<file path="src/rtl/mac8_wb_buffer.sv">
// mac8_wb_buffer: in-order result FIFO between the mac8 unit and the shared writeback port.
//   clk_i, rst_ni       clock, asynchronous active-low reset
//   flush_i             discards all buffered results
//   mac8_*_i / mac8_ready_o  result capture from the functional unit, ready = not full
//   wb_*_o / wb_ack_i   head entry presented to writeback, consumed on ack
//   level_o             occupancy; overflow_o sticky flag for a result offered while full
//   Optional macro MAC8_WB_BYPASS_EN: 0-cycle bypass of the inputs to writeback when empty.
package mac8_wb_pkg;
    typedef struct packed {
        logic        valid;
        logic [5:0]  cause;
        logic [31:0] tval;
    } exception_t;
endpackage

module mac8_wb_buffer
    import mac8_wb_pkg::*;
#(
    parameter int DEPTH         = 2,
    parameter int DATA_W        = 32,
    parameter int TRANS_ID_BITS = 4
) (
    input  logic                     clk_i,
    input  logic                     rst_ni,
    input  logic                     flush_i,
    input  logic                     mac8_valid_i,
    input  logic [DATA_W-1:0]        mac8_result_i,
    input  logic [TRANS_ID_BITS-1:0] mac8_trans_id_i,
    input  exception_t               mac8_exception_i,
    output logic                     mac8_ready_o,
    output logic                     wb_valid_o,
    output logic [DATA_W-1:0]        wb_result_o,
    output logic [TRANS_ID_BITS-1:0] wb_trans_id_o,
    output exception_t               wb_exception_o,
    input  logic                     wb_ack_i,
    output logic [$clog2(DEPTH):0]   level_o,
    output logic                     overflow_o
);
    localparam int PW = $clog2(DEPTH);
    localparam int CW = PW + 1;

    logic [DATA_W-1:0]        res_q [DEPTH];
    logic [TRANS_ID_BITS-1:0] id_q  [DEPTH];
    exception_t               exc_q [DEPTH];
    logic [CW-1:0]            count_q;
    logic [PW-1:0]            rd_q, wr_q;
    logic                     ovf_q, empty, push, pop;

    assign empty        = (count_q == '0);
    assign mac8_ready_o = (count_q != CW'(DEPTH));
    assign pop          = !empty && wb_ack_i && !flush_i;
    assign level_o      = count_q;
    assign overflow_o   = ovf_q;

`ifdef MAC8_WB_BYPASS_EN
    logic byp;
    assign byp  = empty && mac8_valid_i && !flush_i;
    // A bypassed result acked in the same cycle never enters the FIFO
    assign push = mac8_valid_i && mac8_ready_o && !flush_i && !(byp && wb_ack_i);
`else
    assign push = mac8_valid_i && mac8_ready_o && !flush_i;
`endif

    always_comb begin
        wb_valid_o     = !empty;
        wb_result_o    = empty ? '0 : res_q[rd_q];
        wb_trans_id_o  = empty ? '0 : id_q[rd_q];
        wb_exception_o = empty ? '0 : exc_q[rd_q];
`ifdef MAC8_WB_BYPASS_EN
        if (byp) begin
            wb_valid_o     = 1'b1;
            wb_result_o    = mac8_result_i;
            wb_trans_id_o  = mac8_trans_id_i;
            wb_exception_o = mac8_exception_i;
        end
`endif
    end

    always_ff @(posedge clk_i) begin
        if (push) begin
            res_q[wr_q] <= mac8_result_i;
            id_q[wr_q]  <= mac8_trans_id_i;
            exc_q[wr_q] <= mac8_exception_i;
        end
    end

    always_ff @(posedge clk_i or negedge rst_ni) begin
        if (!rst_ni) begin
            count_q <= '0;
            rd_q    <= '0;
            wr_q    <= '0;
            ovf_q   <= 1'b0;
        end else begin
            if (mac8_valid_i && !mac8_ready_o && !flush_i)
                ovf_q <= 1'b1;
            if (flush_i) begin
                count_q <= '0;
                rd_q    <= '0;
                wr_q    <= '0;
            end else begin
                if (push)
                    wr_q <= wr_q + PW'(1);
                if (pop)
                    rd_q <= rd_q + PW'(1);
                count_q <= count_q + CW'(push) - CW'(pop);
            end
        end
    end
endmodule

</file>
<file path="config.mk">
export PLATFORM = sky130hd
export DESIGN_NAME = mac8_wb_buffer
export DESIGN_NICKNAME = d
export VERILOG_FILES = /design/src/rtl/mac8_wb_buffer.sv
export SDC_FILE = /design/constraint.sdc
export NUM_CORES = 1
export LEC_CHECK = 0
export ABC_AREA = 1
export CAP_MARGIN = 25
export CORE_MARGIN = 2
export CORE_UTILIZATION = 49
export DETAILED_ROUTE_END_ITERATION = 6
export MAX_ROUTING_LAYER = met4
export PLACE_DENSITY_LB_ADDON = 0.25
export SYNTH_ARGS = -nofsm -noshare
export SYNTH_HDL_FRONTEND = slang
export SYNTH_SLANG_ARGS = --single-unit
export TNS_END_PERCENT = 10
</file>
<file path="constraint.sdc">
create_clock -name clk_i -period 5.5 [get_ports clk_i]
set_input_delay 0.55 -clock clk_i [delete_from_list [all_inputs] [get_ports clk_i]]
set_output_delay 0.55 -clock clk_i [all_outputs]
set_load 0.05 [all_outputs]
</file>
==> flow_summary.ini, run 1 <==
[sta]
max_freq_mhz = 270
max-slew-margin-rel_pct = 46.3
worstMarginPinSlew_ns = 0.805
holdWs_ns = 0.378
setup_ws_ns = 1.79
period_needed_ns = 3.71
finalSetupViolations = 0
slew_violations = 0
finClkSkew_ns = 0.00851
finalCritPeriodShare_pct = 67.5
hold_violations = 0
final.setup.tns_ns = 0
grt_setup_unrepaired = false

[finish]
n_antenna_cell = 0
post-route-util_pct = 69.6
final_cell_mix = nand2_1 (159), clkdlybuf4s50_1 (159), edfxtp_1 (150), a21oi_2 (50), a21oi_1 (26)
fin_cells = 782
synthToLayoutAreaGrowth_pct = 37.4
final_nets = 683
drive_gt1_share_pct = 15.1
fin_area_mm2 = 0.00843

[synth]
syn_area_per_cell_um2 = 13.9
ys_seq_area_share_pct = 75.4
syn_inst = 441
synth-simple-area-share_pct = 10.6
synth_mux_area_share_pct = 0
synth_area_mm2 = 0.00614
syn-num-nets = 523
synthTopCellsByArea = edfxtp_1 (73%), nand2_1 (9.7%), a21oi_2 (7.1%)
synth_area_leader_cell = edfxtp_1
synth_top_area_share_pct = 73.4
synth-adder-area-share_pct = 0.408
synthXorXnorAreaFrac_pct = 0
synth_top_family_by_area = simple AND/OR/NAND/NOR gates
ys_warn_count = 0
synth_compound_area_share_pct = 9.46
synth_seq_cells = 155
ys_types = 17

[power]
pwr-share-comb_pct = 27.5
p_sw_share_pct = 32.0
power.total_mw = 3.57
peakVddDrop_uv = 272
leakagePower_nw = 2.90
p_sw_mw = 1.14
intPower_mw = 2.43
power.density_mw_per_mm2 = 424
p_clk_share_pct = 33.7
seqPwrFrac_pct = 38.8

[global_routing]
first_global_vias = 4038
grt_max_degree = 77
grt_use_total_pct = 19.8
antenna_found_initial = 0
grt_pass1_wl_um = 19300
gr-total-overflow = 0

[cts]
max-clock-path-buffers = 2
path_clk_slew_ns = 0.06
cts_hold_buf = 0
cts_resized = 0
numCtsBuffers = 17
clock-root-buffer = clkbuf_16
clkSinkCount = 155
cts_tree = done
worstSkewPairLatency_ns = 0.40
post_cts_buffers = 0
cts-htree-levels = 4

[setup_path]
worst_ep_arrival_time_ns = 3.16
rr_startpoint = level_o[0]
critPathLaunch = level_o[0]
worstPathMaxFanout = 40
cp.required_ns = 4.95
end_kind = primary output
rrSetupSlack_ns = 3.25
endpoint = wb_exception_o[13]
worstSetupStartpointType = flip-flop
rr_worst_depth = 5
crit_type = reg -> out
r2r-end = res_q[0][30]

[job]
maxCapViolCount = 0

[detailed_routing]
drt_iter0_markers = 292
drc = 0
wl_um = 12700
vias = 3890
ant_nets = 0
via_per_inst = 4.97
drt-pass1-iter-count = 4
wl_per_cell_um = 16.3

[placement]
dpl_worst_slack_ns = 2.20
hpwl_um = 8270
place_inst = 749
dpl-instance-area_mm2 = 0.00779
numPortBuffers = 159
routabilityCongestion = 0.743

[floorplanning]
die_y_um = 116
core_area_mm2 = 0.0121
pin_count = 160
num_rows = 40
die_w_um = 116
dieArea_mm2 = 0.0134
start_util_pct = 50.7

[min_path]
hold_class = in -> async

[outcome]
status = complete, no violations
[how the worst min path moves through the flow]
stage	from	end	slack, ns	cells after the start
after detailed placement	overflow_o	overflow_o	0.48	1
after CTS	rst_ni	overflow_o	0.37	1
after global routing	rst_ni	overflow_o	0.38	1
after global placement	overflow_o	overflow_o	0.46	1
final	rst_ni	level_o[0]	0.38	1
after floorplan	rst_ni	level_o[0]	0.25	0
[final cells by class]
cell class | instances | area (um2)
multi-input combinational | 250 | 1270
fill | 883 | 3680
clock inverter | 14 | 194
tap | 168 | 210
clock buffer | 18 | 429
timing repair buffer | 166 | 1660
inverter | 11 | 43.8
sequential | 155 | 4630
[synth_stat cells (all sizes together)]
cell	n
edfxtp	150
o21bai	1
nand2	160
o21ai	1
ha	2
a21oi	76
inv	11
dfrtp	5
nand4	2
nand3	2
nor2	6
buf	25
[power by group through the flow]
stage               clock (mW)  sequential, mW  combinational [mW]
global route              1.28            1.39                1.04
finish                    1.20            1.39               0.982
global placement             0            1.41               0.976
floorplan                    0            1.43               0.667
detailed placement           0            1.41               0.989
CTS                       1.23            1.39               0.992
[state kept, by name, summed over array words and instances (netlist names)]
register    cells
overflow_o      1
level_o         2
res_q          64
id_q            8
wr_q            1
rd_q            1
exc_q          78
[routing by layer]
| layer | GRT usage (%) | share of wire [%] | wire (um) | vias to the layer above |
|---|---|---|---|---|
| li1 | - | - | - | 1870 |
| met1 | 23.4 | 40 | 5040 | 1875 |
| met2 | 32.9 | 51 | 6440 | 141 |
| met3 | 6.64 | 9.1 | 1160 | 4 |
| met4 | 5.16 | 0.55 | 70 | 0 |
| met5 | - | 0 | 0 | - |
[worst max-delay path, cell delays in order (launching register included)]
cell             delay (ns)
dfrtp_1                0.42
inv_1                  0.10
nand2_4                0.08
clkinv_2               0.52
buf_4                  0.55
a21oi_2                0.19
clkdlybuf4s50_1        0.85
[cells by family after synthesis]
| kind of cell | Yosys count |
|---|---|
| DFF | 155 |
| adders and majority gates | 2 |
| and+or+nand+nor | 170 |
| buffers and inverters | 36 |
| AOI/OAI and AO/OA | 78 |
Power figures use the tool's default switching activity.
==> run 2: changes to the inputs <==
- clock period: 5.5 -> 3.46 ns (I/O delays scaled with it)
==> flow_summary.ini, run 2 (synthesized netlist as in run 1, its figures left out) <==
[outcome]
status = complete, no violations

[cts]
path_clk_slew_ns = 0.06
cts_tree = done
numCtsBuffers = 17
clock-root-buffer = clkbuf_16
max-clock-path-buffers = 2
post_cts_buffers = 0
cts-htree-levels = 4
worstSkewPairLatency_ns = 0.41
cts_hold_buf = 0
cts_resized = 0
clkSinkCount = 155

[sta]
setup_ws_ns = 0.530
grt_setup_unrepaired = false
finalSetupViolations = 0
max-slew-margin-rel_pct = 52.0
finClkSkew_ns = 0.00682
max_freq_mhz = 341
holdWs_ns = 0.173
slew_violations = 0
period_needed_ns = 2.93
hold_violations = 0
final.setup.tns_ns = 0
worstMarginPinSlew_ns = 0.719
finalCritPeriodShare_pct = 84.7

[placement]
numPortBuffers = 159
dpl_worst_slack_ns = 0.935
dpl-instance-area_mm2 = 0.00765
routabilityCongestion = 0.821
hpwl_um = 7850

[floorplanning]
dieArea_mm2 = 0.0134
die_w_um = 116
die_y_um = 116
core_area_mm2 = 0.0121
pin_count = 160
start_util_pct = 50.7
num_rows = 40

[finish]
largest_register_ffs = 78
post-route-util_pct = 68.2
largest_register = exc_q
final_nets = 682
n_fill_cell = 925
drive_gt1_share_pct = 25.3
layout_commonest_cell = nand2_1
synthToLayoutAreaGrowth_pct = 34.6
fin_area_mm2 = 0.00826
n_antenna_cell = 0
final_cell_mix = nand2_1 (159), edfxtp_1 (150), clkdlybuf4s50_1 (96), buf_4 (67), a21oi_2 (50)
reg.largest.list = exc_q: 78 flops, res_q: 64 flops, id_q: 8 flops

[setup_path]
cp_top_family = buffers and inverters
crit_type = reg -> out
critical_path.max_stage_delay_ns = 0.84
endpoint = wb_exception_o[36]
critPathLaunch = level_o[1]
worstSetupStartpointType = flip-flop
cp_num_cells = 5
worst_ep_arrival_time_ns = 2.58
rr_worst_depth = 5
cp_cell_sequence = inv_2 > nand2_4 > clkinv_2 > a21oi_1 > clkdlybuf4s50_1
slowest_stage = clkdlybuf4s50_1
rr_startpoint = level_o[0]
cp.required_ns = 3.11
rrSetupSlack_ns = 1.34
worst-path-buf-inv = 3
end_kind = primary output
r2r-end = exc_q[0][24]
worstPathMaxFanout = 29

[detailed_routing]
drt-pass1-iter-count = 4
wl_per_cell_um = 16.2
drc = 0
drt_iter0_markers = 328
via_per_inst = 4.96
ant_nets = 0
wl_um = 12600
vias = 3875

[job]
maxCapViolCount = 0

[power]
leakagePower_nw = 3.00
peakVddDrop_uv = 369
power.density_mw_per_mm2 = 677

[global_routing]
grt_max_degree = 77
first_global_vias = 4032
gr-total-overflow = 0
grt_use_total_pct = 20.3
antenna_found_initial = 0
grt_pass1_wl_um = 19800

[min_path]
hold_class = in -> async
## run 2: changes by cell type in the layout (fill, tap and decap cells not counted), sizes merged
cell and change:
clkinv +2, bufinv -1, clkinvlp +1, clkdlybuf4s50 -63
inv -2, buf +62
## run 2: layout make-up
| type | count | area, um2 | share of cell area, % |
|---|---|---|---|
| timing repair buffer | 165 | 1500 | 18.2 |
| tap | 168 | 210 | 2.55 |
| inverter | 11 | 43.8 | 0.530 |
| clock inverter | 14 | 173 | 2.09 |
| sequential | 155 | 4630 | 56.1 |
| clock buffer | 18 | 429 | 5.20 |
| multi-input combinational | 250 | 1270 | 15.3 |
## run 2: worst register-to-register path, stage by stage (launching register included)
cell and delay, ns:
dfrtp_1 0.40, inv_1 0.12, nand2_1 0.13, nand4_1 0.15, clkinv_2 0.58, buf_12 0.46
## run 2: stage by stage
stage / std cells / power, mW
global route: 781 / 5.80
floorplan: 441 / 3.33
finish: 781 / 5.59
CTS: 781 / 5.63
detailed placement: 749 / 3.78
global placement: 749 / 3.76
## run 2: worst min path at each step
stage | slack (ns) | endpoint | cells past startpoint
after floorplan | 0.05 | level_o[0] | 0
after detailed placement | 0.49 | overflow_o | 1
final | 0.17 | level_o[1] | 1
after global routing | 0.17 | level_o[1] | 1
after global placement | 0.48 | overflow_o | 1
after CTS | 0.16 | level_o[1] | 1
## run 2: layer usage
layer,vias to the layer above,wire (um),GRT usage (%)
met1,1841,5390,25.0
met4,0,267,8.17
met5,-,0,-
met3,25,898,5.70
met2,150,6060,31.9
li1,1859,-,-
## run 2: power breakdown
part,switching [mW],internal [mW]
clock,0.722,1.14
sequential,0.0298,2.17
combinational,1.09,0.433
total,1.84,3.74
==> run 3: changes to the inputs <==
- CORE_UTILIZATION: 49 -> 44
- clock period: 3.46 -> 2.43 ns (I/O delays scaled with it)
==> flow_summary.ini, run 3 (synthesized netlist as in run 1, its figures left out) <==
[placement]
routabilityCongestion = 0.819
dpl_worst_slack_ns = 0.458
place_inst = 767
numPortBuffers = 159
hpwl_um = 9050

[finish]
drive_gt1_share_pct = 28.6
final_cell_mix = nand2_1 (158), edfxtp_1 (150), clkdlybuf4s50_1 (84), buf_12 (83), a21oi_2 (50)
reg.largest.list = exc_q: 78 flops, res_q: 64 flops, id_q: 8 flops
n_antenna_cell = 0
largest_register = exc_q
final_nets = 688
largest_register_ffs = 78
fin_cells = 799
layout_commonest_cell = nand2_1
synthToLayoutAreaGrowth_pct = 51.2

[power]
leakagePower_nw = 3.29
p_clk_share_pct = 29.1
p_sw_share_pct = 32.0
power.total_mw = 8.55
pwr-share-comb_pct = 34.1
peakVddDrop_uv = 510
intPower_mw = 5.81
p_sw_mw = 2.74
power.density_mw_per_mm2 = 922
seqPwrFrac_pct = 36.7

[setup_path]
worstPathMaxFanout = 17
cp_cell_sequence = inv_2 > buf_4 > nand2_1 > a21oi_1 > buf_12
critical_path.max_stage_delay_ns = 0.44
cp.required_ns = 2.19
slowest_stage = dfrtp_2
worstSetupStartpointType = flip-flop
worst_ep_arrival_time_ns = 1.99
crit_type = reg -> out
end_kind = primary output

[sta]
hold_violations = 0
finalCritPeriodShare_pct = 92.1
worstMarginPinSlew_ns = 0.502
final.setup.tns_ns = 0
holdWs_ns = 0.0672
slew_violations = 0
finClkSkew_ns = 0.00907
grt_setup_unrepaired = false
max-slew-margin-rel_pct = 66.4
period_needed_ns = 2.24
finalSetupViolations = 0
max_freq_mhz = 447
setup_ws_ns = 0.193

[global_routing]
grt_max_degree = 77
grt_pass1_wl_um = 20900
first_global_vias = 4005
gr-total-overflow = 0
antenna_found_initial = 0
grt_use_total_pct = 19.3

[floorplanning]
core_area_mm2 = 0.0138
dieArea_mm2 = 0.0149
start_util_pct = 44.5
die_w_um = 122
die_y_um = 122
num_rows = 43
pin_count = 160

[cts]
cts_tree = done
numCtsBuffers = 17
cts_resized = 0
post_cts_buffers = 0
worstSkewPairLatency_ns = 0.40
max-clock-path-buffers = 2
path_clk_slew_ns = 0.06
cts-htree-levels = 4
cts_hold_buf = 0
clkSinkCount = 155
clock-root-buffer = clkbuf_16

[detailed_routing]
drt-pass1-iter-count = 5
drc = 0
vias = 3962
via_per_inst = 4.96
ant_nets = 0
wl_um = 13500
wl_per_cell_um = 16.9
drt_iter0_markers = 429

[job]
maxCapViolCount = 0

[min_path]
hold_class = in -> async

[outcome]
status = complete, no violations
[run 3: stage by stage]
stage / instance area (um2) / util, %
detailed placement: 8710 / 63.2
finish: 9280 / 67.3
floorplan: 6160 / -
global placement: 8710 / 63.2
CTS: 9280 / 67.3
global route: 9280 / 67.3
[run 3: worst paths after layout]
| check | startpoint | endpoint | slack, ns | cells past startpoint |
|---|---|---|---|---|
| setup / recovery | rd_q | wb_result_o[0] | 0.19 | 5 |
| hold / removal | rst_ni | level_o[0] | 0.07 | 1 |
| setup reg to reg | level_o[1] | level_o[1] | 0.66 | 9 |
| hold reg to reg | overflow_o | overflow_o | 0.49 | 1 |
| max in group asynchronous | rst_ni | rd_q | 2.14 | 1 |
| min in group clk_i | mac8_result_i[3] | res_q[1][3] | 0.42 | 1 |
[run 3: layer usage]
metal / routed length, um / share of wire (%) / GRT usage, %
met1: 5520 / 41 / 24.9
met2: 6880 / 51 / 30.7
met3: 1040 / 7.7 / 4.92
met4: 89 / 0.66 / 5.17
met5: 0 / 0 / -
[run 3: worst max-delay path: cells and delay by family (launching register included)]
kind,cells,cell delay (ns)
AND/OR/NAND/NOR,1,0.09
flip-flops,1,0.44
AO/OA/AOI/OAI,1,0.31
buffers and inverters,3,0.75
[run 3: cell type report]
cell class / count / area [um2]
repair buffers: 171 / 2530
fillers: 986 / 4500
flip-flops and latches: 155 / 4630
clock inverters: 12 / 128
inverters: 11 / 46.3
clock buffers: 20 / 437
well taps: 180 / 225
multi-input cells: 250 / 1270
[run 3: power by group through the flow]
stage | clock, mW | sequential (mW) | combinational (mW)
after global placement | 0 | 3.19 | 2.90
after CTS | 2.54 | 3.14 | 2.94
final | 2.49 | 3.14 | 2.92
after floorplan | 0 | 3.23 | 1.52
after detailed placement | 0 | 3.19 | 2.94
after global routing | 2.64 | 3.15 | 3.05
